### src/rtl/wb_decode_mux.sv
// wb_decode_mux
// Wishbone classic single-master to N-slave decoder and response mux.
// Requests outside the master address window are ignored. In-window requests
// that match no slave get a one-cycle error response. A watchdog ends a slave
// transaction that never answers. Both fault kinds are recorded in sticky
// status bits, together with the address that caused the fault.
//
// Ports:
//   wb_clk_i, wb_rst_ni          clock, asynchronous active-low reset
//   wbm_*_i / wbm_*_o            master side (cyc/stb/we/adr/dat/sel in; dat/ack/err/rty out)
//   wbs_*_o / wbs_*_i            per-slave side, flattened, with slave k at slice k
//   err_status_o                 sticky {timeout, decode_miss}
//   err_adr_o                    address of the most recent fault
//   err_clr_i                    one-cycle pulse that clears status and fault address
module wb_decode_mux #(
  parameter int NUM_SLAVES     = 8,
  parameter int ADDR_WIDTH     = 32,
  parameter int DATA_WIDTH     = 32,
  parameter logic [ADDR_WIDTH-1:0] WIN_MASK = 32'hff00_0000,
  parameter logic [ADDR_WIDTH-1:0] WIN_ADDR = 32'h3000_0000,
  parameter logic [NUM_SLAVES*ADDR_WIDTH-1:0] SLAVE_ADDR = '0,
  parameter logic [NUM_SLAVES*ADDR_WIDTH-1:0] SLAVE_MASK = '0,
  parameter int TIMEOUT_CYCLES = 255,
  localparam int SEL_WIDTH     = DATA_WIDTH / 8
) (
  input  logic                             wb_clk_i,
  input  logic                             wb_rst_ni,
  input  logic                             wbm_cyc_i,
  input  logic                             wbm_stb_i,
  input  logic                             wbm_we_i,
  input  logic [ADDR_WIDTH-1:0]            wbm_adr_i,
  input  logic [DATA_WIDTH-1:0]            wbm_dat_i,
  input  logic [SEL_WIDTH-1:0]             wbm_sel_i,
  output logic [DATA_WIDTH-1:0]            wbm_dat_o,
  output logic                             wbm_ack_o,
  output logic                             wbm_err_o,
  output logic                             wbm_rty_o,
  output logic [NUM_SLAVES-1:0]            wbs_cyc_o,
  output logic [NUM_SLAVES-1:0]            wbs_stb_o,
  output logic [NUM_SLAVES-1:0]            wbs_we_o,
  output logic [NUM_SLAVES*ADDR_WIDTH-1:0] wbs_adr_o,
  output logic [NUM_SLAVES*DATA_WIDTH-1:0] wbs_dat_o,
  output logic [NUM_SLAVES*SEL_WIDTH-1:0]  wbs_sel_o,
  input  logic [NUM_SLAVES*DATA_WIDTH-1:0] wbs_dat_i,
  input  logic [NUM_SLAVES-1:0]            wbs_ack_i,
  input  logic [NUM_SLAVES-1:0]            wbs_err_i,
  input  logic [NUM_SLAVES-1:0]            wbs_rty_i,
  output logic [1:0]                       err_status_o,
  output logic [ADDR_WIDTH-1:0]            err_adr_o,
  input  logic                             err_clr_i
);

  localparam int IDX_W = (NUM_SLAVES > 1) ? $clog2(NUM_SLAVES) : 1;
  localparam int CNT_W = (TIMEOUT_CYCLES > 0) ? $clog2(TIMEOUT_CYCLES + 1) : 1;

  typedef enum logic [1:0] {
    S_IDLE,
    S_ACTIVE,
    S_ERR
  } state_t;

  state_t           state;
  logic [IDX_W-1:0] idx;
  logic [CNT_W-1:0] cnt;
  logic [CNT_W-1:0] cnt_next;

  logic             req;
  logic             in_win;
  logic             hit_any;
  logic [IDX_W-1:0] hit_idx;
  logic             active;
  logic             sel_ack;
  logic             sel_err;
  logic             sel_rty;

  assign req    = wbm_cyc_i & wbm_stb_i;
  assign in_win = (wbm_adr_i & WIN_MASK) == WIN_ADDR;
  assign active = (state == S_ACTIVE);

  // Scan from the top down so the lowest matching slave is the last
  // assignment and therefore wins when address ranges overlap.
  // NOTE: every signal written here gets a default first, so no latch is inferred.
  always_comb begin
    hit_any = 1'b0;
    hit_idx = '0;
    for (int k = NUM_SLAVES - 1; k >= 0; k--) begin
      if ((wbm_adr_i & SLAVE_MASK[k*ADDR_WIDTH +: ADDR_WIDTH]) ==
          SLAVE_ADDR[k*ADDR_WIDTH +: ADDR_WIDTH]) begin
        hit_any = 1'b1;
        hit_idx = IDX_W'(k);
      end
    end
  end

  assign sel_ack = wbs_ack_i[idx];
  assign sel_err = wbs_err_i[idx];
  assign sel_rty = wbs_rty_i[idx];

  // Saturate rather than wrap so a disabled watchdog can never fire.
  assign cnt_next = (cnt == '1) ? cnt : cnt + 1'b1;

  // Only the latched slave sees the master handshake; the payload is broadcast.
  always_comb begin
    wbs_cyc_o = '0;
    wbs_stb_o = '0;
    if (active) begin
      wbs_cyc_o[idx] = wbm_cyc_i;
      wbs_stb_o[idx] = wbm_stb_i;
    end
  end

  assign wbs_we_o  = {NUM_SLAVES{wbm_we_i}};
  assign wbs_adr_o = {NUM_SLAVES{wbm_adr_i}};
  assign wbs_dat_o = {NUM_SLAVES{wbm_dat_i}};
  assign wbs_sel_o = {NUM_SLAVES{wbm_sel_i}};

  // Responses come straight from the latched slave while ACTIVE; in IDLE and
  // ERR they are forced low, so late responses after abort or timeout vanish.
  assign wbm_ack_o = active & sel_ack;
  assign wbm_rty_o = active & sel_rty;
  assign wbm_err_o = (state == S_ERR) | (active & sel_err);
  assign wbm_dat_o = active ? wbs_dat_i[idx*DATA_WIDTH +: DATA_WIDTH] : '0;

  // NOTE: sequential state uses non-blocking assignments only. A later
  // assignment to the same bit in this block overrides an earlier one, which
  // is how a fault set beats a same-cycle clear.
  always_ff @(posedge wb_clk_i or negedge wb_rst_ni) begin
    if (!wb_rst_ni) begin
      state        <= S_IDLE;
      idx          <= '0;
      cnt          <= '0;
      err_status_o <= 2'b00;
      err_adr_o    <= '0;
    end else begin
      if (err_clr_i) begin
        err_status_o <= 2'b00;
        err_adr_o    <= '0;
      end

      case (state)
        S_IDLE: begin
          if (req && in_win) begin
            if (hit_any) begin
              state <= S_ACTIVE;
              idx   <= hit_idx;
              cnt   <= '0;
            end else begin
              state           <= S_ERR;
              err_status_o[0] <= 1'b1;
              err_adr_o       <= wbm_adr_i;
            end
          end
        end

        S_ACTIVE: begin
          if (sel_ack || sel_err || sel_rty) begin
            state <= S_IDLE;
          end else if (!wbm_cyc_i) begin
            state <= S_IDLE;
          end else if ((TIMEOUT_CYCLES != 0) && (cnt_next == CNT_W'(TIMEOUT_CYCLES))) begin
            state           <= S_ERR;
            err_status_o[1] <= 1'b1;
            err_adr_o       <= wbm_adr_i;
          end else begin
            cnt <= cnt_next;
          end
        end

        S_ERR:   state <= S_IDLE;
        default: state <= S_IDLE;
      endcase
    end
  end

endmodule

### config.mk
export PLATFORM = sky130hd
export DESIGN_NAME = wb_decode_mux
export DESIGN_NICKNAME = d
export VERILOG_FILES = /design/src/rtl/wb_decode_mux.sv
export SDC_FILE = /design/constraint.sdc
export NUM_CORES = 1
export LEC_CHECK = 0
export CAP_MARGIN = 20
export CORE_AREA = 2 2 386 388
export DETAILED_ROUTE_END_ITERATION = 16
export DIE_AREA = 0 0 388 390
export DONT_BUFFER_PORTS = 1
export GPL_TIMING_DRIVEN = 0
export MAX_ROUTING_LAYER = met4
export PLACE_DENSITY = 0.3
export REMOVE_ABC_BUFFERS = 1
export SYNTH_ARGS = -nofsm -noshare
export SYNTH_HDL_FRONTEND = slang
export SYNTH_SLANG_ARGS = --single-unit
### constraint.sdc
create_clock -name wb_clk_i -period 2.4 [get_ports wb_clk_i]
set_clock_uncertainty 0.2 [all_clocks]
set_input_delay 0.6 -clock wb_clk_i [delete_from_list [all_inputs] [get_ports wb_clk_i]]
set_output_delay 0.6 -clock wb_clk_i [all_outputs]
set_load 0.05 [all_outputs]
Yosys cells after proc, flatten, opt, wreduce, memory -nomap -nowiden
Cells that the tools add are included.
{ "word_totals": {"regBits": 43, "inputBits": 354, "out_inout_bits": 637, "word_cells": 51} }
{ "op_classes": {"n_addsub": 1, "n_eq_ne": 10, "mux": 24, "bitwise_logic": 5, "reduce_logical": 7} }
{ "ops": {"columns": ["operator", "n"], "rows": [
  ["two-way mux 32 bit", 6],
  ["two-way mux 8 bit", 5],
  ["equality test 8 bit (second input constant)", 2],
  ["case mux 8 bit (2 select lines)", 1],
  ["two-way mux 2 bit", 5],
  ["adder 8 x 1 -> 8 bit (second input constant)", 1],
  ["equality test 8 x 6 -> 1 bit (second input constant)", 1],
  ["!= test 2 bit (second input constant)", 4],
  ["two-way mux 1 bit", 6],
  ["AND reduction 5 bit", 1],
  ["bitwise AND 1 bit", 4],
  ["!= test 4 x 2 -> 1 bit (second input constant)", 1],
  ["case mux 2 bit (2 select lines)", 1],
  ["equality test 2 x 1 -> 1 bit (second input constant)", 1],
  ["equality test 2 bit (second input constant)", 1],
  ["zero test 2 bit", 1],
  ["logical OR 1 bit", 2],
  ["AND reduction 2 bit", 1],
  ["nonzero test 2 bit", 1],
  ["logical AND 1 bit", 1],
  ["bitwise OR 1 bit", 1]
]} }

Longest topological paths before layout
Gate-level depths: netlist of run 1.
{ "logic_depth": {"ltp_word": 7, "mapped_depth": 9, "mapped_depth_nobuf": 7} }

Worst setup path after synthesis of run 1
Ideal clock, no wire load.
{ "synth_timing": {"path_type": "register to register", "startpoint": "register cnt[0]", "endpoint": "register cnt[7]", "setup_time_ns": 0.121, "t_arrival_ns": 2.303, "required_time_ns": 2.079, "path_slack_ns": -0.224, "path_stages_with_launch": 9, "path_buffers": 1, "synth_period_minus_slack_ns": 2.624, "cell_sequence": "dfrtp_1 > ha_1 > nand3_2 > mux2_1 > or4_4 > o31ai_2 > buf_4 > a31oi_1 > o22a_1"} }
{ "synth_between": {"elab_chain_cells": 6, "elab_cells_between_ends": 10, "cone_classes": "1 x add/sub; 3 x eq/ne; 5 x mux; 1 x reduce/logical"} }
{ "synth_lines": {"columns": ["item", "line", "source"], "rows": [
  ["start, declared", "64", "logic [CNT_W-1:0] cnt;"],
  ["start signal, assigned", "165", "cnt <= cnt_next;"],
  ["adder 8 x 1 -> 8 bit / equality test 8 bit (equally long branches)", "100", "assign cnt_next = (cnt == '1) ? cnt : cnt + 1'b1;"],
  ["two-way mux 8 bit (*)", "100", null],
  ["branches (longest 4 deep; another with equality test 8 bit)", null, null]
]} }
Mark *: on every way between the ends. The select of a mux whose other input is x is not followed.
A chain may end at the register's enable or synchronous reset.

Worst setup path in the final report of run 1
Ends and elaborated chain as after synthesis.

==> run_results.csv, run 1 <==
group,metric,value,unit
status,status,"finished, violations left",
status,violations,"negative setup slack",
worst_setup_path,endpoint_kind,"flop",
synthesis,ys_warn_count,0,
synthesis,yosys.area.top_type,"buf_4",
timing,hold_viol,0,
route,ant_nets,0,
grt,grt_overflow,0,
clock_network,clock_sinks,43,
die,dieArea,0.151,mm²
job,cap_violations,0,
timing,period_minus_slack,2.81,ns
placement,port_buffers,0,
timing,slew_headroom,0.506,
clock_network,htreeDepth,2,
worst_setup_path,path_buf_inv,3,
synthesis,syn_area,0.00652,mm²
worst_setup_path,crit_path_max_fanout,6,
timing,tightest_slew,0.731,ns
clock_network,cts_tree,"built",
die,rows,141,
grt,grt_pass1_wl,64.2,mm
timing,layout_setup_ws,-0.414,ns
grt,grt_max_degree,44,
synthesis,synthArstFlopShare,1.00,
die,die_w,388,µm
route,dr_wl_met2,24.2,mm
route,detail_route.wl_per_cell,25.7,µm
clock_network,cts_buffer_depth,2,
worst_setup_path,ff2ff_path_depth,10,
timing,rsz0062_at_grt,"true",
route,drt-pass1-iter-count,4,
route,drc,0,
die,core,0.147,mm²
timing,min_period_over_period,1.17,
synthesis,synth-seq-cells,43,
layout,drive_gt1_frac,0.436,
grt,grt_usage,0.0752,
worst_setup_path,cp_slowest_cell,"or4_4",
worst_setup_path,crit_path_start_kind,"flop",
route,drtIter0Drc,135,
worst_setup_path,cp_top_family,"simple AND/OR/NAND/NOR gates",
worst_setup_path,r2r-end,"cnt[7]",
die,die_y,390,µm
worst_setup_path,cp_data_required_time,2.43,ns
die,initial_utilization,0.0443,
layout,syn_to_final_growth,-9.61,%
synthesis,ys_seq_area_frac,0.165,
route,met3_wirelength,12.2,mm
layout,final_nets,673,
synthesis,ys.flop_type,"dfrtp_1",
layout,final_cell_area,0.00590,mm²
timing,fin_tns_setup,-14.32,ns
route,highest_layer,"met4",
grt,antenna_found_initial,29,
route,vias_per_cell,1.33,
worst_setup_path,critical_path_arrival,2.84,ns
route,num_vias,3008,
power,power.density,303,mW/mm²
clock_network,insertion_delay,0.35,ns
synthesis,synth_area_leaders,"buf_4 65%, dfrtp_1 16%, nand2_1 4.2%",
timing,slew_viol_final,0,
synthesis,synth_area_per_cell,7.88,µm²
synthesis,syn_inst,828,
die,ios,991,
clock_network,cts_root_buf,"clkbuf_16",
clock_network,clk_pin_slew_worst_paths,0.11,ns
hold_path,hp-class,"in -> reg",
timing,timing.hold.ws,0.158,ns
worst_setup_path,worstSetupEndpoint,"cnt[7]",
placement,place_congestion,0.646,
worst_setup_path,r2r_slack,-0.41,ns
placement,post-dp-hpwl,48.3,mm
route,wl,58.2,mm
worst_setup_path,rr_startpoint,"cnt[0]",
worst_setup_path,cp_num_cells,10,
worst_setup_path,path_cells,"ha_4, nand3_4, mux2_4, or4_4, buf_4, buf_6, o31ai_4, buf_6, a31oi_1, o22a_1",
worst_setup_path,crit_type,"reg -> reg",
synthesis,synth_top_area_frac,0.655,
synthesis,synth_edf_count,0,
placement,dpl_cell_area,0.00475,mm²
grt,grt_pass1_vias,2832,
power,power_leakage,0.00160,µW
timing,clock.fmax,0.355,GHz
worst_setup_path,cpMostUsedCell,"buf_6",
route,wl_met1,18.6,mm
worst_setup_path,timing.critical_path.slowest_cell_delay,0.56,ns
timing,setup_viol,49,
worst_setup_path,cp-startpoint,"cnt[0]",
clock_network,numCtsBuffers,5,
synthesis,synth_cell_types,43,
power,max-vdd-ir-drop,0.000392,V
-- power breakdown --
| part | leakage, µW | switching [µW] | internal [µW] |
|---|---|---|---|
| Combinational | 0.000929 | 97.5 | 17.2 |
| Sequential | 0.000594 | 1.43 | 725 |
| Clock | 0.0000805 | 445 | 499 |
| Total | 0.00160 | 544 | 1240 |
-- through the flow --
step / instances / power (µW) / util / setup slack [ns]
2_1_floorplan: 259 / 806 / - / -1.44
3_3_place_gp: 2189 / 823 / 0.0315 / -5.53
3_5_place_dp: 2196 / 828 / 0.0323 / -0.885
4_1_cts: 2238 / 1900 / 0.0376 / -0.539
5_1_grt: 2260 / 1900 / 0.0400 / -0.506
6_report: 2264 / 1790 / 0.0401 / -0.414
-- cell families (layout without fill, tap and decap cells) --
kind of cell	count (synthesis)	after routing	share of synthesized area
simple gates	134	134	0.103
fa+ha+maj	1	1	0.00192
buf+inv	590	67	0.672
other cells	1	30	0.000575
flops	43	43	0.165
mux	1	1	0.00173
compound gates	58	58	0.0558
-- Yosys cell counts, types with 2 or more instances --
| cell | count |
|---|---|
| o21ai_1 | 12 |
| nand2_1 | 73 |
| dfrtp_1 | 43 |
| inv_1 | 7 |
| a21oi_1 | 2 |
| a21o_1 | 2 |
| and2_1 | 36 |
| o21ai_0 | 24 |
| clkbuf_1 | 9 |
| buf_4 | 569 |
| nor4b_1 | 2 |
| a31oi_1 | 3 |
| buf_6 | 4 |
| nand3_1 | 3 |
| o22a_1 | 3 |
| a21boi_0 | 2 |
| nor2_1 | 5 |
| nor3_1 | 4 |
-- worst min path at each step --
stage	end	slack, ns	startpoint	depth (start not counted)
2_1_floorplan	cnt[0]	0.10	wb_rst_ni	0
3_3_place_gp	err_adr_o[12]	0.11	wb_rst_ni	0
3_5_place_dp	err_adr_o[12]	0.11	wb_rst_ni	0
4_1_cts	err_adr_o[12]	0.12	wbm_adr_i[12]	2
5_1_grt	err_adr_o[4]	0.14	wbm_adr_i[4]	2
6_report	err_adr_o[4]	0.16	wbm_adr_i[4]	2
-- cell type report --
type	instances	area [µm²]
fillers	17500	141000
well taps	1930	2410
inverters	7	26.3
diodes	15	37.5
multi-input cells	209	1390
clock buffers	5	125
flip-flops and latches	43	1080
repair buffers	52	782
clock inverters	3	46.3
-- cells in the final DEF (no fill, tap or decap), types with 2 or more instances in the layout --
cell and n:
and2_4 33, nor3_1 4, nand2_1 54, nand2_2 13, o21ai_1 23, dfrtp_1 42
nand3_1 3, clkbuf_16 10, o21ai_0 2, buf_4 17, nor2_1 5, buf_12 12
a21oi_1 2, o21ai_2 11, and2_2 3, inv_1 6, o31ai_4 2, buf_6 7
a21boi_0 2, conb_1 15, diode_2 15, buf_8 6, o22a_1 3, a21o_1 2
buf_16 4, a31oi_1 2, nand2_4 6
-- registers in the layout, summed over array words and instances (netlist names) --
register      cells
err_adr_o        32
cnt               8
state             2
err_status_o      1
-- timing repair --
| item | 4_1_cts | 5_1_grt |
|---|---|---|
| gates resized for setup | 96 | 71 |
| setup endpoints to repair | 77 | 76 |
| setup buffers | 29 | 9 |
| pin swaps | 23 | 36 |
| hold buffers | 2 | 0 |
| gates cloned | 4 | 6 |
| hold endpoints to repair | 43 | 0 |
-- metal layers --
metal,up-vias,track usage
met5,-,-
met1,1312,0.0653
met4,0,0.0308
li1,990,-
met2,598,0.109
met3,108,0.0744
No activity file was read; power rests on OpenSTA's default activity.
==> run 2, diff against run 1 <==
Clock period 2.4 ns to 3 ns, I/O delays scaled along.
==> run_results.csv, run 2 (synthesis results as in run 1) <==
group,metric,value,unit
status,status,"finished, final reports clean",
grt,grt_pass1_wl,62.8,mm
placement,post-dp-hpwl,48.3,mm
layout,syn_to_final_growth,-20.1,%
worst_setup_path,cp-startpoint,"cnt[0]",
route,vias_per_cell,1.28,
timing,min_period_over_period,0.954,
layout,top_regs,"err_adr_o: 32 flops, cnt: 8 flops, state: 2 flops",
worst_setup_path,r2r-end,"err_adr_o[25]",
timing,period_minus_slack,2.86,ns
clock_network,cts_root_buf,"clkbuf_16",
worst_setup_path,cp_slowest_cell,"or4_4",
hold_path,hp-class,"in -> async",
worst_setup_path,path_buf_inv,4,
timing,fin_tns_setup,0,ns
power,power_leakage,0.00124,µW
route,ant_nets,0,
placement,place_congestion,0.646,
worst_setup_path,ff2ff_path_depth,11,
clock_network,htreeDepth,2,
worst_setup_path,cpMostUsedCell,"buf_12",
die,die_w,388,µm
worst_setup_path,crit_type,"reg -> reg",
timing,hold_viol,0,
die,ios,991,
layout,layout_common_cells,"73 x nand2_1, 42 x dfrtp_1, 33 x and2_1, 23 x o21ai_0, 15 x conb_1",
layout,final_nets,642,
power,p_clk_frac,0.529,
layout,drive_gt1_frac,0.153,
job,cap_violations,0,
worst_setup_path,cp_top_family,"simple AND/OR/NAND/NOR gates",
route,num_vias,2875,
worst_setup_path,cp_num_cells,11,
die,dieArea,0.151,mm²
worst_setup_path,timing.critical_path.slowest_cell_delay,0.57,ns
power,switching_share,0.303,
worst_setup_path,rr_startpoint,"cnt[0]",
clock_network,numCtsBuffers,5,
clock_network,clk_pin_slew_worst_paths,0.10,ns
worst_setup_path,endpoint_kind,"flop",
power,total_power,1420,µW
worst_setup_path,crit_path_max_fanout,10,
power,combPwrFrac,0.063,
worst_setup_path,path_cells,"ha_4, nand3_2, mux2_4, or4_4, nor4_4, buf_4, buf_12, buf_12, clkbuf_16, nand2_1, o21ai_1",
grt,grt_overflow,0,
placement,placed_cells,2196,
worst_setup_path,r2r_slack,0.14,ns
route,wl,56.4,mm
grt,antenna_found_initial,39,
clock_network,cts_buffer_depth,2,
placement,port_buffers,0,
power,power.density,273,mW/mm²
die,initial_utilization,0.0443,
timing,clock.fmax,0.349,GHz
timing,timing.hold.ws,0.0504,ns
layout,final_common_cell,"nand2_1",
grt,grt_usage,0.0737,
grt,grt_max_degree,44,
timing,rsz0062_at_grt,"false",
power,power.internal,992,µW
worst_setup_path,critical_path_arrival,2.91,ns
layout,fin_cells,2242,
power,power.switching,431,µW
route,drtIter0Drc,136,
timing,tightest_slew,1.04,ns
power,max-vdd-ir-drop,0.000310,V
grt,grt_pass1_vias,2658,
worst_setup_path,cp_data_required_time,3.05,ns
timing,slew_headroom,0.305,
route,detail_route.wl_per_cell,25.2,µm
layout,fin_util,0.0354,
layout,largest_reg_flops,32,
timing,setup_viol,0,
die,rows,141,
worst_setup_path,crit_path_start_kind,"flop",
clock_network,clock_sinks,43,
layout,largest-register,"err_adr_o",
power,pwr-share-seq,0.408,
route,drc,0,
route,drt-pass1-iter-count,4,
die,core,0.147,mm²
clock_network,cts_tree,"built",
die,die_y,390,µm
clock_network,insertion_delay,0.35,ns
timing,slew_viol_final,0,
## run 2: worst reg2reg max path, cell delays in order (launching register included)
cell and delay, ns:
dfrtp_2 0.44, ha_4 0.19, nand3_2 0.10, mux2_4 0.30
or4_4 0.57, nor4_4 0.25, buf_4 0.18, buf_12 0.11
buf_12 0.13, clkbuf_16 0.17, nand2_1 0.05, o21ai_1 0.06
## run 2: per-stage QoR
step	instance area, µm²	setup slack (ns)
detailed placement	4750	-0.285
global route	5190	0.00397
floorplan	2220	-0.837
finish	5210	0.138
global placement	4640	-4.93
CTS	5080	0.0184
## run 2: routing by layer
layer	vias to the layer above	GRT usage	share of wire	wire, µm
li1	930	-	-	-
met1	1213	0.0633	0.31	17700
met2	598	0.106	0.41	23300
met3	134	0.0745	0.21	12100
met4	0	0.0313	0.058	3270
met5	-	-	0	0
## run 2: how the worst max path moves through the flow
stage,slack [ns],end
after floorplan,-0.84,err_adr_o[10]
after global placement,-4.93,err_adr_o[18]
after detailed placement,-0.28,err_adr_o[14]
after CTS,0.02,err_adr_o[14]
after global routing,0.004,err_adr_o[20]
final,0.14,err_adr_o[25]
## run 2: power by group through the flow
stage          registers (µW)  clock network (µW)  logic [µW]
6_report                  581                 752        89.5
5_1_grt                   581                 843        96.6
4_1_cts                   581                 841        92.9
3_5_place_dp              593                   0        70.0
3_3_place_gp              593                   0        65.8
2_1_floorplan             592                   0        52.8
## run 2: final cells by class
type | count | area (µm²)
Fill cell | 17600 | 142000
Timing Repair Buffer | 21 | 303
Multi-Input combinational cell | 209 | 1160
Tap cell | 1930 | 2410
Sequential cell | 43 | 1080
Inverter | 7 | 26.3
Antenna cell | 24 | 60.1
Clock buffer | 5 | 125
Clock inverter | 3 | 46.3
## run 2: what timing repair did
action | in CTS | in global routing
endpoints found under the setup margin | 28 | 21
pin swaps | 2 | 2
cloned | 0 | 1
setup buffers | 9 | 3
resized for setup | 10 | 2
hold buffers | 1 | 0
hold endpoints to repair | 43 | 0
==> run 3, diff against run 2 <==
Settings changed: CORE_AREA 2 2 386 388 to 10 10 372 374, DIE_AREA 0 0 388 390 to 0 0 382 384.
==> run_results.csv, run 3 (synthesis results as in run 1) <==
group,metric,value,unit
status,status,"finished, final reports clean",
placement,place_congestion,0.633,
worst_setup_path,r2r_slack,0.19,ns
timing,period_minus_slack,2.87,ns
route,ant_nets,0,
timing,slew_viol_final,0,
timing,fin_tns_setup,0,ns
job,cap_violations,0,
worst_setup_path,crit_path_max_fanout,39,
worst_setup_path,r2r-end,"err_adr_o[23]",
route,vias_per_cell,1.42,
die,initial_utilization,0.0499,
layout,fin_cells,2053,
route,drt-pass1-iter-count,4,
die,die_w,382,µm
layout,final_common_cell,"nand2_1",
layout,syn_to_final_growth,-25.8,%
grt,antenna_found_initial,45,
power,max-vdd-ir-drop,0.000202,V
timing,layout_setup_ws,0.133,ns
timing,rsz0062_at_grt,"false",
worst_setup_path,crit_path_start_kind,"flop",
route,detail_route.wl_per_cell,28.6,µm
clock_network,cts_tree,"built",
worst_setup_path,rr_startpoint,"cnt[1]",
grt,grt_max_degree,44,
grt,grt_usage,0.0783,
timing,tightest_slew,0.980,ns
die,die_y,384,µm
layout,top_regs,"err_adr_o: 32 flops, cnt: 8 flops, state: 2 flops",
power,power_leakage,0.00118,µW
worst_setup_path,endpoint_kind,"output port",
layout,largest_reg_flops,32,
grt,grt_pass1_wl,65.5,mm
clock_network,clock_sinks,43,
grt,grt_pass1_vias,2829,
grt,grt_overflow,0,
worst_setup_path,critical_path_arrival,1.92,ns
route,drc,0,
placement,pre_cts_slack,-0.243,ns
layout,fin_util,0.0370,
route,wl,58.8,mm
timing,setup_viol,0,
die,dieArea,0.147,mm²
timing,slew_headroom,0.342,
power,power.density,299,mW/mm²
die,rows,133,
timing,hold_viol,0,
route,drtIter0Drc,219,
layout,final_cell_area,0.00484,mm²
worst_setup_path,ff2ff_path_depth,8,
layout,num-fill-cells,15700,
clock_network,cts_buffer_depth,2,
placement,port_buffers,0,
layout,largest-register,"err_adr_o",
worst_setup_path,path_cells,"nor2b_4, buf_12, and2_1",
die,ios,991,
clock_network,numCtsBuffers,5,
worst_setup_path,timing.critical_path.slowest_cell_delay,0.68,ns
timing,min_period_over_period,0.956,
layout,drive_gt1_frac,0.114,
clock_network,cts_root_buf,"clkbuf_16",
die,core,0.131,mm²
timing,clock.fmax,0.349,GHz
worst_setup_path,cp_slowest_cell,"and2_1",
layout,final_nets,634,
worst_setup_path,cp_data_required_time,2.05,ns
placement,post-dp-hpwl,49.8,mm
hold_path,hp-class,"in -> async",
clock_network,clk_pin_slew_worst_paths,0.09,ns
clock_network,insertion_delay,0.33,ns
worst_setup_path,crit_type,"reg -> out",
route,num_vias,2920,
placement,dpl_cell_area,0.00452,mm²
placement,placed_cells,2021,
clock_network,htreeDepth,2,
layout,layout_common_cells,"73 x nand2_1, 42 x dfrtp_1, 35 x and2_1, 23 x o21ai_0, 15 x conb_1",
## run 3: changes by cell type in the layout (fill, tap and decap cells not counted), moves of 2 or more
cell     previous run  this run
diode_2            24        18
buf_8               0         2
buf_12              8         3
buf_4               9         4
and2_2              3         1
and2_1             33        35
## run 3: worst max path at each step
stage                         from  depth (start not counted)       endpoint  slack (ns)
final                     state[0]                          3   wbm_dat_o[0]        0.13
after global routing      state[0]                          3  wbm_dat_o[17]       0.005
after CTS                   cnt[1]                          8  err_adr_o[23]        0.02
after detailed placement    cnt[0]                          7         cnt[0]       -0.24
after global placement    state[0]                          4   err_adr_o[5]       -4.36
after floorplan           state[1]                          4  err_adr_o[10]       -0.84
## run 3: layout make-up
cell class | instances | area [µm²] | share of cell area
well taps | 1755 | 2200 | 0.453
multi-input cells | 209 | 1150 | 0.237
flip-flops and latches | 43 | 1080 | 0.222
repair buffers | 13 | 175 | 0.0362
clock buffers | 6 | 139 | 0.0287
diodes | 18 | 45.0 | 0.00930
clock inverters | 2 | 35.0 | 0.00724
inverters | 7 | 26.3 | 0.00543
## run 3: worst max-delay path, delay by kind of cell (launching register included)
kind / cells / cell delay, ns
and+or+nand+nor: 2 / 0.89
buffers and inverters: 1 / 0.19
DFF: 1 / 0.45
## run 3: metal layers
metal  share of wire  up-vias  GRT usage
met4           0.020        0     0.0105
met5               0        -          -
met3            0.25       83     0.0830
met1            0.29     1194     0.0673
li1                -      915          -
met2            0.44      728      0.120
## run 3: power by group
part / internal, µW / switching [µW] / leakage (µW)
clock: 419 / 361 / 0.0000870
combinational: 11.9 / 75.6 / 0.000494
sequential: 580 / 1.29 / 0.000594
total: 1010 / 438 / 0.00118
## run 3: per-stage QoR
stage	hold slack [ns]	total power, µW
5_1_grt	-0.000462	1550
2_1_floorplan	0.254	645
6_report	0.0192	1450
3_3_place_gp	0.257	656
4_1_cts	0.0270	1540
3_5_place_dp	0.257	660
## run 3: repair_timing
action,4_1_cts,5_1_grt
buffers inserted,4,1
pin swaps,1,2
endpoints found under the hold margin,43,0
hold buffers,1,0
endpoints found under the setup margin,17,37
resized for setup,3,2
